File: src/rtl/mem_responder.sv
// -----------------------------------------------------------------------------
// mem_responder
//   Word-addressed memory target for a multi-cycle core. Accepts one fetch,
//   load or store request at a time over a valid/ready request channel,
//   waits WAIT_CYCLES extra cycles to model slow storage, performs the access
//   and presents the result on a valid/ready response channel.
//
//   Ports
//     clk, rst             rising-edge clock, asynchronous active-high reset
//     req_valid/req_ready  request handshake (req_ready registered, from state)
//     req_we               1 = store, 0 = load/fetch
//     req_addr             word address (unsigned, no wrap-around)
//     req_wdata            store data
//     resp_valid/ready     response handshake
//     resp_rdata           load data, 0 for stores and errors
//     resp_err             address out of range (addr >= DEPTH)
//
//   Storage is not reset, so its contents survive a reset pulse.
// -----------------------------------------------------------------------------
module mem_responder #(
    parameter int ADDR_W      = 8,
    parameter int DATA_W      = 32,
    parameter int DEPTH       = 16,
    parameter int WAIT_CYCLES = 2
) (
    input  logic              clk,
    input  logic              rst,
    input  logic              req_valid,
    output logic              req_ready,
    input  logic              req_we,
    input  logic [ADDR_W-1:0] req_addr,
    input  logic [DATA_W-1:0] req_wdata,
    output logic              resp_valid,
    input  logic              resp_ready,
    output logic [DATA_W-1:0] resp_rdata,
    output logic              resp_err
);

    typedef enum logic [1:0] {
        S_IDLE = 2'd0,
        S_WAIT = 2'd1,
        S_RESP = 2'd2
    } state_t;

    localparam int              IDX_W   = (DEPTH > 1) ? $clog2(DEPTH) : 1;
    localparam logic [ADDR_W:0] DEPTH_L = (ADDR_W + 1)'(DEPTH);
    localparam logic [7:0]      WAIT_L  = 8'(WAIT_CYCLES);

    // Unsigned range check; the extra MSB keeps DEPTH == 2**ADDR_W representable.
    function automatic logic addr_in_range(input logic [ADDR_W-1:0] addr);
        return ({1'b0, addr} < DEPTH_L);
    endfunction

    state_t              state_q, state_d;
    logic [7:0]          cnt_q, cnt_d;
    logic                we_q, we_d;
    logic [ADDR_W-1:0]   addr_q, addr_d;
    logic [DATA_W-1:0]   wdata_q, wdata_d;
    logic                req_ready_q, req_ready_d;
    logic                resp_valid_q, resp_valid_d;
    logic [DATA_W-1:0]   resp_rdata_q, resp_rdata_d;
    logic                resp_err_q, resp_err_d;

    logic                access_s;
    logic                in_range_s;
    logic                mem_we_s;
    logic [IDX_W-1:0]    mem_idx_s;

    logic [DATA_W-1:0]   mem_q [DEPTH];

    // State, latched request and registered outputs.
    always_ff @(posedge clk or posedge rst) begin
        if (rst) begin
            state_q      <= S_IDLE;
            cnt_q        <= 8'd0;
            we_q         <= 1'b0;
            addr_q       <= '0;
            wdata_q      <= '0;
            req_ready_q  <= 1'b0;
            resp_valid_q <= 1'b0;
            resp_rdata_q <= '0;
            resp_err_q   <= 1'b0;
        end else begin
            state_q      <= state_d;
            cnt_q        <= cnt_d;
            we_q         <= we_d;
            addr_q       <= addr_d;
            wdata_q      <= wdata_d;
            req_ready_q  <= req_ready_d;
            resp_valid_q <= resp_valid_d;
            resp_rdata_q <= resp_rdata_d;
            resp_err_q   <= resp_err_d;
        end
    end

    // Storage array; deliberately outside the reset domain.
    always_ff @(posedge clk) begin
        if (mem_we_s) begin
            mem_q[mem_idx_s] <= wdata_q;
        end else begin
            mem_q[mem_idx_s] <= mem_q[mem_idx_s];
        end
    end

    // Next-state logic and request capture.
    always_comb begin
        state_d = state_q;
        cnt_d   = cnt_q;
        we_d    = we_q;
        addr_d  = addr_q;
        wdata_d = wdata_q;
        case (state_q)
            S_IDLE: begin
                // Gate on the registered ready so nothing is taken in the
                // first cycle after reset release, while req_ready is still 0.
                if (req_valid && req_ready_q) begin
                    state_d = S_WAIT;
                    cnt_d   = WAIT_L;
                    we_d    = req_we;
                    addr_d  = req_addr;
                    wdata_d = req_wdata;
                end else begin
                    state_d = S_IDLE;
                end
            end
            S_WAIT: begin
                if (cnt_q != 8'd0) begin
                    cnt_d = cnt_q - 8'd1;
                end else begin
                    state_d = S_RESP;
                end
            end
            S_RESP: begin
                if (resp_ready) begin
                    state_d = S_IDLE;
                end else begin
                    state_d = S_RESP;
                end
            end
            default: begin
                state_d = S_IDLE;
            end
        endcase
    end

    // Output decode, storage access and response data.
    always_comb begin
        access_s     = (state_q == S_WAIT) && (cnt_q == 8'd0);
        in_range_s   = addr_in_range(addr_q);
        mem_idx_s    = addr_q[IDX_W-1:0];
        mem_we_s     = access_s && we_q && in_range_s;
        // Outputs are registered from the next state so they line up with it.
        req_ready_d  = (state_d == S_IDLE);
        resp_valid_d = (state_d == S_RESP);
        resp_rdata_d = resp_rdata_q;
        resp_err_d   = resp_err_q;
        if (access_s) begin
            if (!in_range_s) begin
                resp_rdata_d = '0;
                resp_err_d   = 1'b1;
            end else if (we_q) begin
                resp_rdata_d = '0;
                resp_err_d   = 1'b0;
            end else begin
                resp_rdata_d = mem_q[mem_idx_s];
                resp_err_d   = 1'b0;
            end
        end else if ((state_q == S_RESP) && resp_ready) begin
            resp_rdata_d = '0;
            resp_err_d   = 1'b0;
        end else begin
            resp_rdata_d = resp_rdata_q;
            resp_err_d   = resp_err_q;
        end
    end

    assign req_ready  = req_ready_q;
    assign resp_valid = resp_valid_q;
    assign resp_rdata = resp_rdata_q;
    assign resp_err   = resp_err_q;

endmodule

File: config.mk
export PLATFORM = sky130hd
export DESIGN_NAME = mem_responder
export DESIGN_NICKNAME = d
export VERILOG_FILES = /design/src/rtl/mem_responder.sv
export SDC_FILE = /design/constraint.sdc
export NUM_CORES = 1
export LEC_CHECK = 0
export CORE_UTILIZATION = 45
export CTS_CLUSTER_DIAMETER = 40
export DETAILED_ROUTE_END_ITERATION = 8
export PLACE_DENSITY = 0.61
export SLEW_MARGIN = 20
export SYNTH_ARGS = -nofsm -noshare
export SYNTH_HDL_FRONTEND = slang
export SYNTH_SLANG_ARGS = --single-unit
File: constraint.sdc
create_clock -name clk -period 5.25 [get_ports clk]
set_input_delay 0.7875 -clock clk [delete_from_list [all_inputs] [get_ports clk]]
set_output_delay 0.7875 -clock clk [all_outputs]
set_load 0.01 [all_outputs]
* Word level (Yosys, flattened, before mapping)
Memories as Yosys holds them, arrays and structs flattened.
Index checks and enable logic that the tools add are counted.
Widths: inputs -> output; s select.
** Word-level totals
- Word-level logic and storage cells :: 49
- Register bits after elaboration :: 86
- Output and inout port bits :: 35
- Bits of input ports :: 45
- Memories kept :: 1
- Memory bits (writable) :: 512
** Operators by class
- Eq/ne operators :: 5
- Reductions and logical operators :: 13
- Add/sub/neg operators :: 1
- $lt $le $gt $ge :: 1
- Muxes and demuxes :: 18
- Bitwise operators :: 1
** Memory list
- mem_q :: words 16, bits a word 32, rd ports 1, clocked after Yosys merged registers in 0, write ports 1, line 69 : logic [DATA_W-1:0] mem_q [DEPTH];
** Operator list (count)
- $mux 32 :: 5
- $mux 8 :: 2
- $pmux 8 s2 :: 1
- $logic_not 8->1 :: 1
- $lt 8x5->1 const B :: 1
- $reduce_bool 8->1 :: 1
- $sub 8x1->8 const B :: 1
- $mux 1 :: 7
- $pmux 2 s3 :: 1
- $logic_and 1x1->1 :: 5
- $eq 2x2->1 const B :: 2
- $logic_not 2->1 :: 2
- $mux 2 :: 2
- $ne 2x2->1 const B :: 2
- $reduce_bool 2->1 :: 2
- $reduce_and 3->1 :: 1
- $eq 2x1->1 const B :: 1
- $reduce_and 2->1 :: 1
- $or 1x1->1 :: 1

* Logic depth before layout (Yosys ltp)
Gate-level depths: netlist (run 1).
- Depth after elaboration :: 7
- Depth in mapped cells :: 8
- Gate-level depth less buffers :: 6

* Worst setup path before layout (run 1)
OpenSTA, ideal clock, no wires.
- Path kind :: reg2reg
- Start point :: reg addr_q[1]
- End point :: mem mem_q[0][0], enable pin
- Setup slack :: 771 ps
- Data arrival time :: 3978 ps
- Clock period less this slack :: 4479 ps
- Required time :: 4749 ps
- Cell stages (with the launch flop) :: 5
- Library setup time :: 501 ps
- Path buffers :: 3
- Path through :: dfrtp_1 > buf_2 > buf_6 > buf_2 > nor4_1
** On the way
- Cells in the longest elaborated chain, start to end :: 5
- Elaborated cells on any way between the ends :: 6
- Classes of those cells :: order compare (1); mux (3); bitwise (1); reduce/logical (1)
** RTL lines
- start, declared :: line 57 : logic [ADDR_W-1:0] addr_q, addr_d;
- start signal, assigned :: line 87 : addr_q <= addr_d;
- $lt 8x5->1 :: line 51 : return ({1'b0, addr} < DEPTH_L);
- $logic_and 1x1->1 :: line 151 : mem_we_s = access_s && we_q && in_range_s;
- $mux 1 :: line 98 : if (mem_we_s) begin
- $mux 1 (not written as such) :: line 99 : mem_q[mem_idx_s] <= wdata_q;
- $or 1x1->1 (no source line)
- end, declared :: line 69
Parallel ways exist; a longest one is shown, timed or not.

==> results of run 1 <==
-- placed cells by master (no fill, tap or decap), types with 7 or more instances in the layout --
| cell type | instances |
|---|---|
| clkdlybuf4s50_1 | 79 |
| clkinv_4 | 9 |
| mux4_2 | 128 |
| clkinvlp_4 | 7 |
| edfxtp_1 | 512 |
| nand2_1 | 163 |
| clkbuf_1 | 15 |
| dfrtp_1 | 82 |
| o221ai_1 | 30 |
| mux2i_1 | 90 |
| mux2_2 | 34 |
| clkbuf_16 | 86 |
| nor2_1 | 8 |
| nor2_4 | 9 |
| bufinv_16 | 8 |
| inv_6 | 16 |
| buf_4 | 34 |
-- final timing paths --
path                                   to         from  slack [ns]
max                          mem_q[6][16]     cnt_q[0]        2.03
min                           wdata_q[23]  wdata_q[23]        0.47
max reg2reg                  mem_q[6][16]     cnt_q[0]        2.03
min reg2reg                   wdata_q[23]  wdata_q[23]        0.47
max in group asynchronous     wdata_q[18]          rst        3.54
min in group asynchronous  resp_rdata[13]          rst        0.72
-- area by class of cell --
cell class / instances / area, um2 / share of cell area
clock buffer: 103 / 2240 / 0.0798
clock inverter: 54 / 607 / 0.0216
inverter: 5 / 21.3 / 0.000759
multi-input combinational: 527 / 5690 / 0.203
sequential: 598 / 17500 / 0.626
tap: 680 / 851 / 0.0304
timing repair buffer: 115 / 1090 / 0.0387
-- worst max-delay path, delay by kind of cell, from the launching register on --
kind | cells | cell delay [ns]
adders and majority gates | 1 | 0.17
buffers and inverters | 2 | 0.51
and+or+nand+nor | 2 | 1.32
muxes | 1 | 0.50
DFF | 1 | 0.42
-- state kept, by name, summed over array words and instances (netlist names) --
name / count
addr_q: 8
cnt_q: 8
mem_q: 512
req_ready: 1
resp_err: 1
resp_rdata: 32
resp_valid: 1
state_q: 2
wdata_q: 32
we_q: 1
-- metrics by stage --
stage | cell area (um2) | setup slack, ns | power [uW] | instances | hold slack [ns]
6_report | 28000 | 2.03 | 19800 | 2082 | 0.473
5_1_grt | 28000 | 1.83 | 20800 | 2082 | 0.499
4_1_cts | 28000 | 1.97 | 20000 | 2082 | 0.474
3_5_place_dp | 25200 | 2.02 | 14400 | 1925 | 0.460
3_3_place_gp | 25200 | 2.08 | 14200 | 1925 | 0.452
2_1_floorplan | 23400 | 0.771 | 12300 | 1196 | 0.440
-- synth_stat cells (all sizes together) --
library cell  instances  area [um2]
a21oi                 1        5.00
a22oi                 2        15.0
a31oi                 1        6.26
a41oi                 2        17.5
and3                  1        6.26
and3b                 2        17.5
and4                  1        8.76
buf                  34         205
clkbuf               32         120
dfrtp                86        2150
edfxtp              512       15400
ha                    1        12.5
inv                   5        18.8
mux2                 34         383
mux2i                90         901
mux4                128        2880
nand2               163         612
nand2b                5        31.3
nand3                 6        35.0
nand3b                1        7.51
nand4                 5        31.3
nor2                 17        63.8
nor2b                 1        6.26
nor3                  9        45.0
nor3b                 1        12.5
nor4                  4        40.0
o2111ai               2        17.5
o211ai                2        15.0
o21ai                 6        30.0
o221ai               30         263
o41ai                 1        8.76
or2b                  1        7.51
or3                   1        6.26
or3b                  1        8.76
or4                   4        33.8
xnor2                 1        8.76
xor2                  3        26.3
-- cells by family after synthesis --
| group | Yosys count | share of synthesized area |
|---|---|---|
| simple gates | 223 | 0.0415 |
| compound gates | 47 | 0.0161 |
| flops | 598 | 0.748 |
| fa+ha+maj | 1 | 0.000534 |
| xor+xnor | 4 | 0.00150 |
| mux | 252 | 0.178 |
| buf+inv | 71 | 0.0147 |
-- power breakdown --
group          internal, uW  switching [uW]
clock network          3490            2150
registers              7960             679
logic                  2230            3330
total                 13700            6170
-- routing by layer --
metal	global-route usage	routed length [um]	up-vias
met5	0	0	-
met2	0.332	26200	371
met4	0.0683	1110	0
met1	0.302	24100	6331
li1	-	-	5096
met3	0.0373	3350	82
==> impl_metrics.json, run 1 <==
{
  "post_cts.repair.setup_buffers": 0,
  "worst_hold_path_type": "reg -> reg",
  "cts_bufs_inserted": 84,
  "ys_seq_elements": 598,
  "min_period_over_period": 0.614,
  "finalNetCount": 1377,
  "fillers": 3897,
  "leakage_power_total_uw": 0.00958,
  "post_cts_resized": 0,
  "initial_antenna_violation_count": 0,
  "power.density_nw_per_um2": 708,
  "fraction_of_the_core_area_covered_by_cells_at_the_end_of_the_flow": 0.545,
  "maxClockFrequency_mhz": 310,
  "cp.required_ns": 5.56,
  "root_buffer": "clkbuf_16",
  "route.detailed.vias_per_inst": 5.71,
  "drt_first_iter_violations": 995,
  "clock_tree.buffer_depth": 3,
  "maxSlewHeadroom": 0.277,
  "ys_seq_area_frac": 0.748,
  "timing.hold.worst_path_depth": 2,
  "cts_h_tree_depth": 3,
  "cp-start-kind": "flop",
  "cts.clk_slew.worst_paths_ns": 0.06,
  "drv_slew": 0,
  "clock_sinks": 598,
  "timing.critical_path.arrival_ns": 3.53,
  "final_hold_viol_count": 0,
  "clkLatencyLatePin_ns": 0.62,
  "r2r_cells": 6,
  "largest_net_degree_at_the_start_of_global_routing": 89,
  "fin_worst_skew_ns": 0.0303,
  "max_stage_delay_ns": 0.89,
  "slowest_stage": "and4_2",
  "area_delta_synth_final_pct": 19.6,
  "placeable_core_area_um2": 51400,
  "net_count_after_synthesis": 1242,
  "outcome": "completed",
  "post_synth_cell_types": 43,
  "ys.warnings.count": 0,
  "wire_length_of_the_first_global_routing_pass_um": 80700,
  "avgRoutedWirePerCell_um": 26.3,
  "die_x_um": 230,
  "cts_hold_buf": 0,
  "route.antenna.remaining_nets": 0,
  "timing.setup.tns_ns": 0,
  "max-cap-violations": 0,
  "start_util": 0.456,
  "synth_cells": 1196,
  "detailed_routing_iterations_pass_1": 5,
  "fp.dieArea_um2": 53000,
  "timing.setup.critical_path_class": "reg -> reg",
  "std_cell_rows": 83,
  "final_weighted_congestion_of_routability_driven_global_placement": 0.732,
  "syn_area_um2": 23400,
  "global_route.overflow_total": 0,
  "drcViolationCount": 0,
  "io_buffers": 79,
  "setup-violations-final": 0,
  "routed_wl_um": 54800,
  "fin_crit_ns": 3.22,
  "via_count_of_the_first_global_routing_pass": 12274,
  "die_height_um": 230,
  "path_cells": "inv_1 -> ha_1 -> nor3b_2 -> and4_2 -> buf_4 -> mux2_2",
  "critPathCaptureType": "flop",
  "globalRouteTotalUtil": 0.212,
  "crit_fanout": 20,
  "syn_area_per_cell_um2": 19.6,
  "num_antenna_cells": 0,
  "cts_tree": "yes",
  "pin_count": 80,
  "tightestPinTransition_ns": 1.08,
  "drive_above_1_share": 0.261,
  "largest_voltage_drop_on_the_vdd_net_mv": 0.298,
  "post-dp-hpwl_um": 28600,
  "routed-via-count": 11880,
  "rsz0062_at_grt": "false"
}
Note: power is estimated with default switching activity, not from simulation.
==> run 2: changes to the inputs <==
==> constraint.sdc (replaced) <==
create_clock -name clk -period 3.15 [get_ports clk]
set_input_delay 0.4725 -clock clk [delete_from_list [all_inputs] [get_ports clk]]
set_output_delay 0.4725 -clock clk [all_outputs]
set_load 0.01 [all_outputs]
==> impl_metrics.json, run 2 (same netlist as run 1, synthesis figures left out) <==
{
  "outcome": "completed",
  "critPathCaptureType": "flop",
  "largest_register_ffs": 512,
  "routed-via-count": 12016,
  "route.detailed.vias_per_inst": 5.71,
  "mostFrequentLayoutCell": "edfxtp_1",
  "globalRouteTotalUtil": 0.214,
  "cts.clk_slew.worst_paths_ns": 0.06,
  "pin_count": 80,
  "route.antenna.remaining_nets": 0,
  "ff2ff_setup_slack_ns": 0.44,
  "setup-violations-final": 0,
  "avgRoutedWirePerCell_um": 25.9,
  "die_height_um": 230,
  "post_cts.repair.setup_buffers": 0,
  "final_weighted_congestion_of_routability_driven_global_placement": 0.728,
  "fp.dieArea_um2": 53000,
  "max-cap-violations": 0,
  "cp.required_ns": 3.46,
  "clock_tree.buffer_depth": 3,
  "placeable_core_area_um2": 51400,
  "timing.setup.critical_path_class": "reg -> reg",
  "worst_hold_path_type": "in -> async",
  "num_antenna_cells": 0,
  "clock_sinks": 598,
  "cts_bufs_inserted": 80,
  "final_hold_viol_count": 0,
  "largest-register": "mem_q",
  "cp-start-kind": "flop",
  "maxClockFrequency_mhz": 369,
  "std_cell_rows": 83,
  "maxSlewHeadroom": 0.501,
  "io_buffers": 79,
  "area_delta_synth_final_pct": 21.4,
  "cts_hold_buf": 0,
  "tightestPinTransition_ns": 0.748,
  "setup.worst_path.end": "mem_q[1][11]",
  "fin_worst_skew_ns": 0.0152,
  "drcViolationCount": 0,
  "r2r-end": "mem_q[1][11]",
  "routed_wl_um": 54600,
  "final_design_area_no_fill_um2": 28500,
  "cts_tree": "yes",
  "fin_crit_ns": 2.71,
  "die_x_um": 230,
  "start_util": 0.456,
  "mostFrequentLayoutCells": "512 x edfxtp_1, 163 x nand2_1, 128 x mux4_2",
  "worst_setup_path_startpoint": "addr_q[1]",
  "clkLatencyLatePin_ns": 0.60,
  "min_period_over_period": 0.860,
  "post_cts_resized": 0,
  "initial_antenna_violation_count": 0,
  "timing.setup.tns_ns": 0,
  "detailed_routing_iterations_pass_1": 5,
  "rsz0062_at_grt": "false",
  "wire_length_of_the_first_global_routing_pass_um": 81500,
  "fillers": 3907,
  "r2r_cells": 5,
  "largest_net_degree_at_the_start_of_global_routing": 48,
  "drt_first_iter_violations": 983,
  "finalNetCount": 1404,
  "place_area_um2": 25800,
  "timing.critical_path.arrival_ns": 3.02,
  "origin_of_the_critical_flop_to_flop_path": "addr_q[1]",
  "via_count_of_the_first_global_routing_pass": 12370,
  "post-dp-hpwl_um": 29800,
  "global_route.overflow_total": 0,
  "leakage_power_total_uw": 0.00977,
  "drive_above_1_share": 0.273,
  "power.density_nw_per_um2": 1160,
  "drv_slew": 0,
  "crit_fanout": 20,
  "cts_h_tree_depth": 3,
  "root_buffer": "clkbuf_16",
  "largest_voltage_drop_on_the_vdd_net_mv": 0.474
}
run 2: changes by cell type in the layout (fill, tap and decap cells not counted), sizes merged:
cell,previous run,this run
buf,36,67
clkinvlp,7,5
clkinv,20,17
bufinv,8,6
inv,24,22
run 2: stage by stage:
step	utilization	hold slack (ns)	std cells	power [uW]	setup WS, ns
finish	0.554	0.345	2104	33100	0.441
CTS	0.554	0.355	2104	33500	0.377
detailed placement	0.501	0.460	1956	24500	0.397
global route	0.554	0.397	2104	34800	0.232
floorplan	-	0.440	1196	20600	-0.609
global placement	0.501	0.456	1956	24100	0.434
run 2: layout make-up:
| cell class | count | area, um2 | area share |
|---|---|---|---|
| multi-input cells | 527 | 5710 | 0.201 |
| well taps | 680 | 851 | 0.0299 |
| inverters | 5 | 21.3 | 0.000747 |
| clock buffers | 103 | 2230 | 0.0785 |
| flip-flops and latches | 598 | 17500 | 0.616 |
| repair buffers | 146 | 1630 | 0.0573 |
| clock inverters | 45 | 465 | 0.0164 |
run 2: worst max-delay path: stages, from the launching register on:
cell,delay [ns]
dfrtp_4,0.69
buf_4,0.45
mux4_2,0.56
mux2i_1,0.21
mux2i_1,0.10
mux2_2,0.39
run 2: layer usage:
metal / global-route usage / wire (um) / vias to the layer above
li1: - / - / 5159
met1: 0.318 / 25000 / 6433
met5: 0 / 0 / -
met4: 0.0577 / 851 / 0
met2: 0.326 / 25600 / 354
met3: 0.0381 / 3090 / 70
run 2: worst min path at each step:
stage,startpoint,to,slack (ns),depth (start not counted)
floorplan,wdata_q[10],wdata_q[10],0.44,2
global placement,wdata_q[19],wdata_q[19],0.46,2
global route,req_wdata[11],wdata_q[11],0.40,3
detailed placement,wdata_q[1],wdata_q[1],0.46,2
finish,rst,wdata_q[8],0.35,2
CTS,rst,wdata_q[8],0.36,2
run 2: power breakdown:
part | switching [uW] | total, uW | internal (uW)
Clock | 3470 | 9050 | 5580
Combinational | 5680 | 9770 | 4090
Sequential | 1070 | 14300 | 13300
==> run 3: changes to the inputs <==
--- a/config.mk
+++ b/config.mk
@@ -5,7 +5,9 @@
 export SDC_FILE = /design/constraint.sdc
 export NUM_CORES = 1
 export LEC_CHECK = 0
+export CAP_MARGIN = 20
 export CORE_UTILIZATION = 45
+export CTS_BUF_LIST = sky130_fd_sc_hd__clkbuf_4 sky130_fd_sc_hd__clkbuf_8
 export CTS_CLUSTER_DIAMETER = 40
 export DETAILED_ROUTE_END_ITERATION = 8
 export PLACE_DENSITY = 0.61
==> impl_metrics.json, run 3 (same netlist as run 1, synthesis figures left out) <==
{
  "area_delta_synth_final_pct": 19.2,
  "via_count_of_the_first_global_routing_pass": 12548,
  "fraction_of_the_core_area_covered_by_cells_at_the_end_of_the_flow": 0.544,
  "timing.setup.tns_ns": 0,
  "timing.setup.critical_path_class": "reg -> reg",
  "power.density_nw_per_um2": 1120,
  "place_area_um2": 25800,
  "fin_worst_skew_ns": 0.0294,
  "maxClockFrequency_mhz": 368,
  "cp-start-kind": "flop",
  "clock_sinks": 598,
  "max_stage_delay_ns": 0.69,
  "tightestPinTransition_ns": 0.756,
  "pin_count": 80,
  "largest-register": "mem_q",
  "die_x_um": 230,
  "cp_common_cell": "mux2i_1",
  "kind_of_cell_adding_the_most_delay_to_the_critical_path": "multiplexers",
  "min_period_over_period": 0.863,
  "die_height_um": 230,
  "largest_voltage_drop_on_the_vdd_net_mv": 0.414,
  "grtUsageMet3": 0.0402,
  "drcViolationCount": 0,
  "route.detailed.vias_per_inst": 5.61,
  "route.antenna.remaining_nets": 0,
  "cts_hold_buf": 0,
  "total_power_uw": 31400,
  "fp.dieArea_um2": 53000,
  "num_antenna_cells": 0,
  "worst_setup_path_startpoint": "addr_q[1]",
  "setup.worst_path.end": "mem_q[7][11]",
  "maxSlewHeadroom": 0.496,
  "origin_of_the_critical_flop_to_flop_path": "addr_q[1]",
  "avgRoutedWirePerCell_um": 25.5,
  "timing.critical_path.arrival_ns": 3.07,
  "mostFrequentLayoutCell": "edfxtp_1",
  "fin_crit_ns": 2.72,
  "cts.clk_slew.worst_paths_ns": 0.06,
  "cp.buffers_inverters": 1,
  "final_hold_viol_count": 0,
  "final_weighted_congestion_of_routability_driven_global_placement": 0.728,
  "post-dp-hpwl_um": 29800,
  "root_buffer": "clkbuf_8",
  "cts_tree": "yes",
  "routed_wl_um": 54500,
  "start_util": 0.456,
  "finalNetCount": 1423,
  "setup-violations-final": 0,
  "critPathCaptureType": "flop",
  "largest_net_degree_at_the_start_of_global_routing": 48,
  "worst_hold_path_type": "in -> async",
  "ff2ff_setup_slack_ns": 0.43,
  "grt_util_met2": 0.324,
  "wire_length_of_the_first_global_routing_pass_um": 81100,
  "leakage_power_total_uw": 0.00960,
  "clkLatencyLatePin_ns": 0.67,
  "drt_first_iter_violations": 935,
  "outcome": "completed",
  "routed-via-count": 12012,
  "global_route.overflow_total": 0,
  "busiest_layer": "met2",
  "io_buffers": 79,
  "crit_fanout": 20,
  "rsz0062_at_grt": "false",
  "max-cap-violations": 0,
  "initial_antenna_violation_count": 0,
  "post_cts_resized": 0,
  "std_cell_rows": 83,
  "placeable_core_area_um2": 51400,
  "drive_above_1_share": 0.294,
  "final_design_area_no_fill_um2": 27900,
  "grt_util_met1": 0.311,
  "path_depth": 5,
  "r2r-end": "mem_q[7][11]",
  "clock_tree.buffer_depth": 3,
  "slowest_stage": "dfrtp_4",
  "cts_bufs_inserted": 99,
  "post_cts.repair.setup_buffers": 0,
  "r2r_cells": 5,
  "drv_slew": 0,
  "detailed_routing_iterations_pass_1": 5,
  "cts_h_tree_depth": 3,
  "globalRouteTotalUtil": 0.212,
  "largest_register_ffs": 512,
  "cp.required_ns": 3.51,
  "path_cells": "buf_4 -> mux4_2 -> mux2i_1 -> mux2i_1 -> mux2_2",
  "mostFrequentLayoutCells": "512 x edfxtp_1, 163 x nand2_1, 128 x mux4_2"
}
[run 3: cell count changes in the layout (fill, tap and decap cells not counted), sizes merged]
| cell | previous run | this run |
|---|---|---|
| bufinv | 6 | 7 |
| clkbuf | 103 | 140 |
| clkinv | 17 | 33 |
| clkinvlp | 5 | 4 |
| inv | 22 | 7 |
[run 3: cell type report]
| cell class | instances | area [um2] |
|---|---|---|
| Fill cell | 3959 | 23500 |
| Sequential cell | 598 | 17500 |
| Timing Repair Buffer | 146 | 1630 |
| Tap cell | 680 | 851 |
| Clock buffer | 140 | 1770 |
| Clock inverter | 46 | 414 |
| Multi-Input combinational cell | 527 | 5710 |
| Inverter | 5 | 21.3 |
[run 3: worst min path at each step]
stage,end,from
finish,wdata_q[8],rst
global route,wdata_q[5],req_wdata[5]
CTS,wdata_q[8],rst
detailed placement,wdata_q[1],wdata_q[1]
global placement,wdata_q[19],wdata_q[19]
floorplan,wdata_q[10],wdata_q[10]
[run 3: report_power, final]
part	switching, uW	internal (uW)	total (uW)
Sequential	1060	13300	14300
Clock	3110	4220	7340
Combinational	5670	4090	9750
[run 3: through the flow]
step / cells / setup slack [ns] / hold slack, ns
global route: 2142 / 0.225 / 0.301
global placement: 1956 / 0.434 / 0.456
finish: 2142 / 0.431 / 0.270
floorplan: 1196 / -0.609 / 0.440
detailed placement: 1956 / 0.397 / 0.460
CTS: 2142 / 0.380 / 0.244
[run 3: routing by layer]
layer  up-vias  part of all wire  routed length (um)
met5         -                 0                   0
met4         0             0.018                 978
met3        75             0.058                3170
met2       364              0.47               25600
met1      6379              0.45               24800
li1       5194                 -                   -
